==> config.mk <==
export PLATFORM = sky130hd
export DESIGN_NAME = clock_divider_bank
export DESIGN_NICKNAME = d
export VERILOG_FILES = /design/src/rtl/clkdiv_pkg.sv /design/src/rtl/clkdiv_channel.sv /design/src/rtl/clock_divider_bank.sv
export SDC_FILE = /design/constraint.sdc
export NUM_CORES = 1
export LEC_CHECK = 0
export BUFFER_PORTS_ARGS = -buffer_cell sky130_fd_sc_hd__buf_2
export CAP_MARGIN = 0
export CORE_MARGIN = 1
export CORE_UTILIZATION = 50
export CTS_CLUSTER_DIAMETER = 80
export DETAILED_ROUTE_END_ITERATION = 8
export GPL_TIMING_DRIVEN = 1
export PLACE_DENSITY = 0.67
export SYNTH_ARGS = -nofsm -noshare
export SYNTH_HDL_FRONTEND = slang
export SYNTH_SLANG_ARGS = --single-unit
==> constraint.sdc <==
create_clock -name cmosClock -period 1.8 [get_ports cmosClock]
set_input_delay 0.09 -clock cmosClock [delete_from_list [all_inputs] [get_ports cmosClock]]
set_output_delay 0.09 -clock cmosClock [all_outputs]
set_load 0.01 [all_outputs]
==> src/rtl/clkdiv_pkg.sv <==
// Shared types and sizing helpers for the clock divider bank.
`timescale 1ns/1ps
package clkdiv_pkg;

  localparam int DEFAULT_DIV_W = 18;
  localparam int MAX_CH        = 16;

  typedef logic [DEFAULT_DIV_W-1:0] div_t;

  typedef struct packed {
    logic [$clog2(MAX_CH)-1:0] channel;
    div_t                      divisor;
  } clkdiv_cfg_t;

  // Channel index width, never narrower than one bit so a single channel still has a port.
  function automatic int ch_idx_w(input int n);
    return (n > 1) ? $clog2(n) : 1;
  endfunction

endpackage

==> src/rtl/clkdiv_channel.sv <==
// One divider slice: counter, divisor, tick pulse and 50% divided clock.
// i_at_term selects whether a load applies immediately or waits for the terminal count.
`timescale 1ns/1ps
module clkdiv_channel
  import clkdiv_pkg::*;
#(
  parameter int               DIV_W       = DEFAULT_DIV_W,
  parameter logic [DIV_W-1:0] DEFAULT_DIV = '1
) (
  input  logic             clk,
  input  logic             rst,
  input  logic             i_en,
  input  logic             i_load,
  input  logic             i_at_term,
  input  logic [DIV_W-1:0] i_ld_div,
  output logic             o_tick,
  output logic             o_clk,
  output logic             o_apply
);

  logic [DIV_W-1:0] r_cnt;
  logic [DIV_W-1:0] r_div;
  logic             r_tick;
  logic             r_clk;
  logic             w_term;
  logic             w_apply;
  logic             w_load_now;

  assign w_term     = i_en && (r_cnt == r_div);
  assign w_load_now = i_load && !i_at_term;
  // A deferred load lands on the terminal edge, or straight away if the channel is idle.
  assign w_apply    = i_load && (!i_at_term || !i_en || w_term);

  always_ff @(posedge clk) begin
    if (rst) begin
      r_cnt  <= '0;
      r_tick <= 1'b0;
      r_clk  <= 1'b0;
    end else if (w_load_now) begin
      // Immediate load beats a coincident terminal count: no tick, no toggle.
      r_cnt  <= '0;
      r_tick <= 1'b0;
    end else if (!i_en) begin
      r_cnt  <= '0;
      r_tick <= 1'b0;
    end else if (w_term) begin
      r_cnt  <= '0;
      r_tick <= 1'b1;
      r_clk  <= ~r_clk;
    end else begin
      r_cnt  <= r_cnt + DIV_W'(1);
      r_tick <= 1'b0;
    end
  end

  always_ff @(posedge clk) begin
    if (rst) begin
      r_div <= DEFAULT_DIV;
    end else if (w_apply) begin
      r_div <= i_ld_div;
    end
  end

  assign o_tick  = r_tick;
  assign o_clk   = r_clk;
  assign o_apply = w_apply;

endmodule

==> src/rtl/clock_divider_bank.sv <==
// NUM_CH independent programmable dividers with a valid/ready config port.
// Define CLKDIV_SYNC_LOAD_EN for glitch-free divisor updates applied at each channel's terminal count.
`timescale 1ns/1ps
module clock_divider_bank
  import clkdiv_pkg::*;
#(
  parameter int          NUM_CH      = 4,
  parameter int          DIV_W       = DEFAULT_DIV_W,
  parameter int unsigned DEFAULT_DIV = 262143
) (
  input  logic                        cmosClock,
  input  logic                        reset,
  input  logic [NUM_CH-1:0]           enable,
  input  logic                        cfgValid,
  output logic                        cfgReady,
  input  logic [ch_idx_w(NUM_CH)-1:0] cfgChannel,
  input  logic [DIV_W-1:0]            cfgDivisor,
  output logic                        cfgError,
  output logic [NUM_CH-1:0]           tickOut,
  output logic [NUM_CH-1:0]           clockOut
);

  localparam int               CH_W    = ch_idx_w(NUM_CH);
  localparam logic [DIV_W-1:0] RST_DIV = DIV_W'(DEFAULT_DIV);

  logic              w_xfer;
  logic              w_oob;
  logic              w_req_valid;
  logic [CH_W-1:0]   w_req_ch;
  logic [DIV_W-1:0]  w_req_div;
  logic              w_at_term;
  logic [NUM_CH-1:0] w_load;
  logic [NUM_CH-1:0] w_apply;
  logic              r_cfg_err;

  assign w_xfer = cfgValid && cfgReady;
  // Widened so the range check stays meaningful when NUM_CH is a power of two.
  assign w_oob  = (32'(cfgChannel) >= NUM_CH);

`ifdef CLKDIV_SYNC_LOAD_EN
  logic             r_pend_valid;
  logic [CH_W-1:0]  r_pend_ch;
  logic [DIV_W-1:0] r_pend_div;

  // Single pending slot: filled by an in-range transfer, emptied when its channel applies it.
  always_ff @(posedge cmosClock) begin
    if (reset) begin
      r_pend_valid <= 1'b0;
      r_pend_ch    <= '0;
      r_pend_div   <= '0;
    end else if (w_xfer && !w_oob) begin
      r_pend_valid <= 1'b1;
      r_pend_ch    <= cfgChannel;
      r_pend_div   <= cfgDivisor;
    end else if (|w_apply) begin
      r_pend_valid <= 1'b0;
    end
  end

  assign cfgReady    = ~r_pend_valid;
  assign w_req_valid = r_pend_valid;
  assign w_req_ch    = r_pend_ch;
  assign w_req_div   = r_pend_div;
  assign w_at_term   = 1'b1;
`else
  logic w_unused_apply;

  assign cfgReady       = 1'b1;
  assign w_req_valid    = w_xfer && !w_oob;
  assign w_req_ch       = cfgChannel;
  assign w_req_div      = cfgDivisor;
  assign w_at_term      = 1'b0;
  assign w_unused_apply = |w_apply;
`endif

  // Decode the active request onto a per-channel load strobe.
  always_comb begin
    w_load = '0;
    for (int i = 0; i < NUM_CH; i++) begin
      if (w_req_ch == CH_W'(i)) begin
        w_load[i] = w_req_valid;
      end else begin
        w_load[i] = 1'b0;
      end
    end
  end

  // Out-of-range transfers complete but only raise a one-cycle error.
  always_ff @(posedge cmosClock) begin
    if (reset) begin
      r_cfg_err <= 1'b0;
    end else begin
      r_cfg_err <= w_xfer && w_oob;
    end
  end

  assign cfgError = r_cfg_err;

  for (genvar g = 0; g < NUM_CH; g++) begin : g_ch
    clkdiv_channel #(
      .DIV_W       (DIV_W),
      .DEFAULT_DIV (RST_DIV)
    ) u_ch (
      .clk       (cmosClock),
      .rst       (reset),
      .i_en      (enable[g]),
      .i_load    (w_load[g]),
      .i_at_term (w_at_term),
      .i_ld_div  (w_req_div),
      .o_tick    (tickOut[g]),
      .o_clk     (clockOut[g]),
      .o_apply   (w_apply[g])
    );
  end

endmodule

==> results.sh, run 1 <==
export IMPL_diodes=0
export IMPL_clkPwrFrac_pct=48.1
export IMPL_avgSynthCellArea_um2=8.80
export IMPL_regArea_um2=3050
export IMPL_crit_path_end_kind="flop"
export IMPL_irDropWorstVdd_mv=0.689
export IMPL_tightestPinTransition_ns=0.627
export IMPL_antenna_found_initial=0
export IMPL_status="completed"
export IMPL_final_layout_size_suffix_gt1_share_pct=12.1
export IMPL_postRouteAntennaNets=0
export IMPL_power_switching_fraction_pct=22.2
export IMPL_critical_path_class="reg2reg"
export IMPL_setup_violations=0
export IMPL_hp_class="in2reg"
export IMPL_worstSetupStartpointType="flop"
export IMPL_track_usage_pct=23.2
export IMPL_final_common_cell="dfxtp_1"
export IMPL_gp_congestion=0.806
export IMPL_die_area_um2=14200
export IMPL_root_buffer="clkbuf_16"
export IMPL_grt_max_degree=31
export IMPL_cts_buffers=17
export IMPL_yosys_warnings=0
export IMPL_power_frac_comb_pct=6.4
export IMPL_synth_area_um2=6880
export IMPL_via_count=5225
export IMPL_die_y_um=119
export IMPL_p_leak_nw=3.05
export IMPL_drc_errors=0
export IMPL_die_w_um=119
export IMPL_clock_fmax_mhz=592
export IMPL_placed_cells=968
export IMPL_synth_top_area_cell="dfxtp_1"
export IMPL_layout_min_cycle_time_ns=1.69
export IMPL_grt_pass1_wl_um=25500
export IMPL_port_buffers=34
export IMPL_first_global_vias=5176
export IMPL_syn_inst=781
export IMPL_maxCapViolations=0
export IMPL_initial_core_util_pct=51.5
export IMPL_fin_skew_ns=0.00734
export IMPL_boundaryPins=37
export IMPL_p_sw_mw=1.72
export IMPL_fin_hold_ws_ns=0.0116
export IMPL_drt_vias_per_instance=5.12
export IMPL_rsz0062_at_grt="yes"
export IMPL_fin_crit_sh_pct=93.8
export IMPL_synth_distinct_cells=38
export IMPL_hold_viol=0
export IMPL_yosys_register_bits=152
export IMPL_wl_per_cell_um=15.1
export IMPL_synthToLayoutAreaGrowth_pct=17.3
export IMPL_hpwl_um=10800
export IMPL_num_rows=42
export IMPL_coreArea_um2=13300
export IMPL_drt_iter0_markers=341
export IMPL_seq_power_share_pct=45.5
export IMPL_crit_fanout=4
export IMPL_ys_flop_type="dfxtp_1"
export IMPL_p_int_mw=6.04
export IMPL_cts_num_sinks=152
export IMPL_wl_um=15400
export IMPL_slew_headroom_pct=58.2
export IMPL_clk_latency_ns=0.43
export IMPL_ctsLongestPathBuffers=2
export IMPL_synth_nets=812
export IMPL_ys_async_sr_fraction_pct=0
export IMPL_firstDrtPassIters=4
export IMPL_fillers=1158
export IMPL_synth_enable_flop_cells=0
export IMPL_overflow=0
export IMPL_drv_slew=0
export IMPL_multi_input_area_um2=3580
export IMPL_stdcell_count=1020
export IMPL_htree_levels=4
export IMPL_power_density_nw_per_um2=962
export IMPL_cts_tree="done"
export IMPL_yosysSeqAreaShare_pct=44.3
export IMPL_design_area_um2=8070
export IMPL_cts_reportedPaths_clkPinSlew_ns=0.06
export IMPL_critPathRequiredTime_ns=2.15
export IMPL_dpl_cell_area_um2=7230
export IMPL_synth_top_area_share_pct=44.3
export IMPL_fin_nets=862
export IMPL_layout_common_cells="148 x dfxtp_1, 142 x nand2_1, 92 x nor2_1"
export IMPL_yosys_top_cells_area="dfxtp_1 44%, xnor2_1 11%, nand2_1 7.8%"
export IMPL_cp_arrival_ns=2.04
[final timing paths]
check | start | to | slack, ns | cells past startpoint
worst max-delay path | g_ch[3].u_ch.r_div[10] | g_ch[3].u_ch.o_clk | 0.11 | 5
worst min-delay path | cfgDivisor[11] | g_ch[0].u_ch.r_div[11] | 0.01 | 2
worst max register to register | g_ch[3].u_ch.r_div[10] | g_ch[3].u_ch.o_clk | 0.11 | 5
worst min register to register | g_ch[3].u_ch.r_cnt[0] | g_ch[3].u_ch.r_cnt[0] | 0.48 | 1
[layout make-up]
class / instances / area share (%)
well taps: 176 / 2.73
clock buffers: 20 / 5.54
flip-flops and latches: 152 / 37.8
inverters: 6 / 0.279
repair buffers: 76 / 7.07
clock inverters: 12 / 2.17
multi-input cells: 578 / 44.4
[state kept, by name, indices dropped and copies added, names as in the netlist]
register and count:
g_ch.u_ch.o_clk 4, g_ch.u_ch.o_tick 4, g_ch.u_ch.r_cnt 72, g_ch.u_ch.r_div 72
[critical path, stage by stage (launching register included)]
cell	delay, ns
dfxtp_1	0.33
xnor2_1	0.18
nand3_1	0.12
or3_4	0.42
or4_1	0.41
a21oi_1	0.15
[power by group through the flow]
stage                     clock [mW]  combinational [mW]  sequential [mW]
after detailed placement           0               0.458             3.61
after CTS                       3.79               0.494             3.53
after floorplan                    0               0.311             3.59
after global routing            3.94               0.550             3.54
after global placement             0               0.446             3.60
final                           3.73               0.498             3.53
[layer usage]
metal / share of wire [%] / track usage [%]
met1: 47 / 29.5
met2: 47 / 37.9
met3: 3.7 / 4.65
met4: 2.5 / 10.6
met5: 0 / 0
[timing repair]
item / CTS / global route
setup buffers: 0 / 1
setup endpoints to repair: 0 / 19
gates resized for setup: 0 / 4
hold buffers: 19 / 0
hold endpoints to repair: 52 / 0
[metrics by stage]
stage	power [mW]	TNS [ns]	setup WS, ns	utilization, %
floorplan	3.90	0	0.174	-
global placement	4.05	0	0.135	54.2
detailed placement	4.06	0	0.0862	54.2
CTS	7.82	0	0.0448	60.3
global route	8.03	-0.00696	-0.00696	60.4
finish	7.76	0	0.111	60.4
[kinds of logic (layout without fill, tap and decap cells)]
group           count (synthesis)  in the layout  synth area share (%)
flops                         152            152                  44.3
xor+xnor                      136            136                  17.5
other cells                     2              2                 0.109
buf+inv                        51            114                  3.69
mux                             3              3                 0.491
compound gates                 24             24                  3.13
fa+ha+maj                       4              4                 0.728
simple gates                  409            409                  30.0
[cell usage after synthesis, types with 4 or more instances]
library cell	number
nand4_1	29
buf_4	11
nor3_1	13
xor2_1	51
buf_2	11
nand3_1	25
nor4_1	4
inv_1	6
a211o_1	21
ha_1	4
nand3b_1	57
nor2b_1	22
dfxtp_1	152
clkbuf_1	21
and3_1	9
nor2_1	92
nand2_1	142
xnor2_1	83
Power figures use the tool's default switching activity.
==> run 2, diff against run 1 <==
--- a/config.mk
+++ b/config.mk
@@ -13,6 +13,7 @@
 export DETAILED_ROUTE_END_ITERATION = 8
 export GPL_TIMING_DRIVEN = 1
 export PLACE_DENSITY = 0.67
+export SETUP_SLACK_MARGIN = 0.15
 export SYNTH_ARGS = -nofsm -noshare
 export SYNTH_HDL_FRONTEND = slang
 export SYNTH_SLANG_ARGS = --single-unit
==> run 2 against run 1 <==
  * First-iteration DRC count is 0.29% lower
  * Sequential share of layout area fell by 0.34 points
  * Flip-flop and latch count unchanged
  * Sequential power about the same
  * Cell area is 1.8% higher
  * Clock skew increased by 0.0020 ns
  * Maximum frequency increased by 2.5%
  * Critical endpoint unchanged
  * Highest routed layer unchanged
==> results.sh, run 2 (synthesis results as in run 1) <==
export IMPL_slowest_stage="or3_4"
export IMPL_hpwl_um=10800
export IMPL_setup_violations=0
export IMPL_rsz0062_at_grt="yes"
export IMPL_cts_tree="done"
export IMPL_initial_core_util_pct=51.5
export IMPL_drt_iter0_markers=340
export IMPL_top_layer_used="met4"
export IMPL_slowest_delay_ns=0.42
export IMPL_hold_viol=0
export IMPL_wl_per_cell_um=15.4
export IMPL_total_power_mw=7.77
export IMPL_worstSetupStartpointType="flop"
export IMPL_grt_pass1_wl_um=25700
export IMPL_cts_buffers=17
export IMPL_power_density_nw_per_um2=946
export IMPL_antenna_found_initial=0
export IMPL_p_leak_nw=3.16
export IMPL_gp_congestion=0.806
export IMPL_critPathRequiredTime_ns=2.15
export IMPL_num_rows=42
export IMPL_crit_path_end_kind="flop"
export IMPL_reg2reg_depth=5
export IMPL_critical_path_class="reg2reg"
export IMPL_fillers=1153
export IMPL_fin_crit_sh_pct=91.5
export IMPL_fin_hold_ws_ns=0.0133
export IMPL_wl_um=15700
export IMPL_maxCapViolations=0
export IMPL_drt_vias_per_instance=5.15
export IMPL_overflow=0
export IMPL_min_delay_worst_endpoint="g_ch[2].u_ch.r_div[13]"
export IMPL_final_common_cell="nand2_1"
export IMPL_port_buffers=34
export IMPL_tns_ns=0
export IMPL_clk_latency_ns=0.43
export IMPL_die_w_um=119
export IMPL_wl_met3_um=667
export IMPL_wl_met1_um=7100
export IMPL_crit_fanout=4
export IMPL_first_global_vias=5189
export IMPL_grt_max_degree=31
export IMPL_firstDrtPassIters=4
export IMPL_fin_nets=864
export IMPL_drv_slew=0
export IMPL_clock_fmax_mhz=607
export IMPL_layout_common_cells="142 x nand2_1, 131 x dfxtp_1, 92 x nor2_1"
export IMPL_via_count=5259
export IMPL_reg_largest_list="g_ch.u_ch.r_cnt x72, g_ch.u_ch.r_div x72"
export IMPL_cp_arrival_ns=2.00
export IMPL_htree_levels=4
export IMPL_final_layout_size_suffix_gt1_share_pct=15.6
export IMPL_reg2reg_from="g_ch[3].u_ch.r_div[15]"
export IMPL_postRouteAntennaNets=0
export IMPL_track_usage_pct=23.5
export IMPL_post_route_util_pct=61.5
export IMPL_ctsLongestPathBuffers=2
export IMPL_drc_errors=0
export IMPL_tightestPinTransition_ns=0.604
export IMPL_die_y_um=119
export IMPL_holdPathStages=3
export IMPL_root_buffer="clkbuf_16"
export IMPL_regToRegEndpoint="g_ch[3].u_ch.o_clk"
export IMPL_status="completed"
export IMPL_cts_num_sinks=152
export IMPL_coreArea_um2=13300
export IMPL_diodes=0
export IMPL_hp_class="in2reg"
export IMPL_die_area_um2=14200
export IMPL_synthToLayoutAreaGrowth_pct=19.4
export IMPL_met2WireLength_um=7570
export IMPL_slew_headroom_pct=59.8
export IMPL_boundaryPins=37
export IMPL_reg2reg_slack_ns=0.15
export IMPL_fin_skew_ns=0.00932
export IMPL_crit_chain="xnor2_2 > nand4_1 > or3_4 > or4_1 > a21oi_1"
export IMPL_irDropWorstVdd_mv=0.690
export IMPL_min_delay_start="cfgDivisor[13]"
export IMPL_cts_reportedPaths_clkPinSlew_ns=0.06
export IMPL_layout_min_cycle_time_ns=1.65
## run 2: worst max-delay path: cells and delay by family (launching register included)
family / cells / cell delay (ns)
and+or+nand+nor: 3 / 0.92
DFF: 1 / 0.39
xor gates and xnor gates: 1 / 0.14
AOI/OAI and AO/OA: 1 / 0.12
## run 2: worst max-delay path by stage
stage / from / to / slack (ns) / depth (start not counted)
final: g_ch[3].u_ch.r_div[15] / g_ch[3].u_ch.o_clk / 0.15 / 5
after floorplan: g_ch[0].u_ch.r_cnt[8] / g_ch[0].u_ch.r_cnt[14] / 0.17 / 7
after global placement: g_ch[3].u_ch.r_cnt[6] / g_ch[3].u_ch.o_clk / 0.14 / 5
after detailed placement: g_ch[3].u_ch.r_cnt[7] / g_ch[3].u_ch.o_clk / 0.09 / 5
after CTS: g_ch[3].u_ch.r_cnt[12] / g_ch[3].u_ch.o_clk / 0.15 / 5
after global routing: g_ch[3].u_ch.r_cnt[12] / g_ch[3].u_ch.o_clk / 0.04 / 5
## run 2: report_power, final
group	leakage, nW	switching (mW)	internal (mW)	total [mW]
clock network	0.296	1.39	2.35	3.74
logic	1.61	0.267	0.237	0.504
registers	1.25	0.0748	3.46	3.53
total	3.16	1.73	6.04	7.77
## run 2: routing by layer
metal,GRT usage (%),vias to the layer above
met2,38.5,101
li1,-,2674
met1,29.6,2456
met5,0,-
met4,10.7,0
met3,4.79,28
## run 2: final cells by class
class	instances	area [um2]	area share (%)
timing repair buffer	78	589	7.18
multi-input combinational	578	3680	44.8
clock buffer	20	447	5.44
inverter	6	22.5	0.274
clock inverter	12	175	2.13
tap	176	220	2.68
sequential	152	3070	37.4
## run 2: per-stage QoR
| stage | worst slack (ns) | cell area (um2) | cells |
|---|---|---|---|
| after floorplan | 0.174 | 6880 | 781 |
| after global placement | 0.135 | 7230 | 968 |
| after global routing | 0.0435 | 8210 | 1022 |
| after detailed placement | 0.0862 | 7230 | 968 |
| final | 0.153 | 8210 | 1022 |
| after CTS | 0.148 | 8100 | 1020 |
## run 2: timing repair
action,4_1_cts,5_1_grt
setup buffers,1,2
hold endpoints to repair,52,0
pin swaps,6,2
gates resized for setup,14,25
endpoints found under the setup margin,19,54
hold buffers,19,0
==> run 3, diff against run 2 <==
--- a/config.mk
+++ b/config.mk
@@ -6,7 +6,7 @@
 export NUM_CORES = 1
 export LEC_CHECK = 0
 export BUFFER_PORTS_ARGS = -buffer_cell sky130_fd_sc_hd__buf_2
-export CAP_MARGIN = 0
+export CAP_MARGIN = 20
 export CORE_MARGIN = 1
 export CORE_UTILIZATION = 50
 export CTS_CLUSTER_DIAMETER = 80
==> constraint.sdc (replaced) <==
create_clock -name cmosClock -period 1.8 [get_ports cmosClock]
set_input_delay 0.18 -clock cmosClock [delete_from_list [all_inputs] [get_ports cmosClock]]
set_output_delay 0.18 -clock cmosClock [all_outputs]
set_load 0.01 [all_outputs]
==> run 3 against run 2 <==
  * Cell area is 1.1% lower
  * Utilization is 0.65 points lower
  * Highest routed layer unchanged
  * Combinational power is 4.6% lower
  * Via count is 0.55% higher
  * Final cell count is 2.0% lower
  * Wire length is 1.6% higher
  * Power is 4.0% higher
  * First-iteration DRC count is 13% higher
==> results.sh, run 3 (synthesis results as in run 1) <==
export IMPL_status="completed"
export IMPL_num_rows=42
export IMPL_placed_cells=969
export IMPL_ctsLongestPathBuffers=2
export IMPL_initial_core_util_pct=51.5
export IMPL_crit_chain="xnor2_2 > nand3_2 > or3_4 > or4_4 > a21oi_2"
export IMPL_p_leak_nw=3.12
export IMPL_gp_congestion=0.827
export IMPL_root_buffer="clkbuf_16"
export IMPL_hold_viol=0
export IMPL_grt_max_degree=26
export IMPL_total_power_mw=8.08
export IMPL_worstSetupStartpointType="flop"
export IMPL_setup_ws_ns=0.163
export IMPL_drt_vias_per_instance=5.28
export IMPL_cp_arrival_ns=1.99
export IMPL_slew_headroom_pct=57.6
export IMPL_htree_levels=4
export IMPL_die_w_um=119
export IMPL_tns_ns=0
export IMPL_clk_latency_ns=0.42
export IMPL_firstDrtPassIters=7
export IMPL_crit_fanout=4
export IMPL_cts_buffers=17
export IMPL_design_area_um2=8120
export IMPL_power_density_nw_per_um2=995
export IMPL_stdcell_count=1002
export IMPL_final_layout_size_suffix_gt1_share_pct=17.3
export IMPL_via_count=5288
export IMPL_die_y_um=119
export IMPL_diodes=0
export IMPL_port_buffers=34
export IMPL_maxCapViolations=0
export IMPL_reg_largest_list="g_ch.u_ch.r_cnt x72, g_ch.u_ch.r_div x72"
export IMPL_cts_hold_buffers=0
export IMPL_wl_per_cell_um=15.9
export IMPL_wl_met1_um=7200
export IMPL_grt_pass1_wl_um=25800
export IMPL_boundaryPins=37
export IMPL_antenna_found_initial=0
export IMPL_fin_crit_sh_pct=90.9
export IMPL_drc_errors=0
export IMPL_multi_input_area_um2=3720
export IMPL_met2WireLength_um=7910
export IMPL_layout_common_cells="142 x nand2_1, 126 x dfxtp_1, 92 x nor2_1"
export IMPL_cts_reportedPaths_clkPinSlew_ns=0.06
export IMPL_post_route_util_pct=60.9
export IMPL_fin_hold_ws_ns=0.0426
export IMPL_regArea_um2=3090
export IMPL_wl_met3_um=655
export IMPL_drt_iter0_markers=384
export IMPL_cts_tree="done"
export IMPL_die_area_um2=14200
export IMPL_slowest_delay_ns=0.43
export IMPL_critPathRequiredTime_ns=2.15
export IMPL_hpwl_um=10800
export IMPL_synthToLayoutAreaGrowth_pct=18.2
export IMPL_fin_skew_ns=0.00645
export IMPL_fillers=1133
export IMPL_slowest_stage="or3_4"
export IMPL_track_usage_pct=23.5
export IMPL_irDropWorstVdd_mv=0.674
export IMPL_overflow=0
export IMPL_drv_slew=0
export IMPL_clock_fmax_mhz=611
export IMPL_fin_nets=845
export IMPL_tightestPinTransition_ns=0.635
export IMPL_cts_num_sinks=152
export IMPL_first_global_vias=5114
export IMPL_postRouteAntennaNets=0
export IMPL_setup_violations=0
export IMPL_coreArea_um2=13300
export IMPL_hp_class="in2reg"
export IMPL_rsz0062_at_grt="yes"
export IMPL_dpl_cell_area_um2=7250
export IMPL_pre_cts_slack_ns=0.106
export IMPL_critical_path_class="reg2reg"
export IMPL_final_common_cell="nand2_1"
export IMPL_wl_um=16000
export IMPL_layout_min_cycle_time_ns=1.64
export IMPL_top_layer_used="met4"
export IMPL_crit_path_end_kind="flop"
==> run 3: changes by cell type in the layout (fill, tap and decap cells not counted), moves of 3 or more <==
cell | before | now
xnor2_2 | 4 | 8
xnor2_1 | 80 | 76
clkbuf_8 | 1 | 4
dlygate4sd3_1 | 19 | 0
dfxtp_4 | 2 | 6
dfxtp_1 | 131 | 126
clkinvlp_4 | 3 | 0
==> run 3: repair_timing <==
| action | CTS | global route |
|---|---|---|
| gates resized for setup | 7 | 47 |
| buffers inserted | 1 | 1 |
| pin swaps | 1 | 10 |
| endpoints found under the hold margin | 0 | 0 |
| cloned | 0 | 0 |
| endpoints found under the setup margin | 2 | 64 |
==> run 3: area by class of cell <==
cell class / instances / share of cell area, %
clock inverters: 8 / 2.34
well taps: 176 / 2.71
clock buffers: 23 / 6.01
flip-flops and latches: 152 / 38.0
repair buffers: 59 / 4.87
inverters: 6 / 0.277
multi-input cells: 578 / 45.8
==> run 3: worst max-delay path: cells and delay by family (launching register included) <==
family	cells	cell delay [ns]
simple gates	3	0.97
xor+xnor	1	0.13
compound gates	1	0.11
flops	1	0.36
==> run 3: per-layer routing <==
metal / vias to the layer above / track usage [%]
li1: 2627 / -
met1: 2521 / 29.6
met2: 121 / 39.4
met3: 19 / 5.22
met4: 0 / 7.91
met5: - / 0
==> run 3: path summary, 6_finish.rpt <==
| kind | start | endpoint | slack (ns) | depth (start not counted) |
|---|---|---|---|---|
| max | g_ch[3].u_ch.r_cnt[10] | g_ch[3].u_ch.o_clk | 0.16 | 5 |
| min | enable[2] | g_ch[2].u_ch.o_tick | 0.04 | 3 |
| max reg2reg | g_ch[3].u_ch.r_cnt[10] | g_ch[3].u_ch.o_clk | 0.16 | 5 |
| min reg2reg | g_ch[3].u_ch.r_div[0] | g_ch[3].u_ch.r_div[0] | 0.48 | 2 |
==> run 3: report_power, final <==
part	switching (mW)	internal (mW)	total, mW
Combinational	0.268	0.213	0.481
Clock	1.33	2.74	4.07
Sequential	0.0791	3.45	3.53
Total	1.68	6.40	8.08
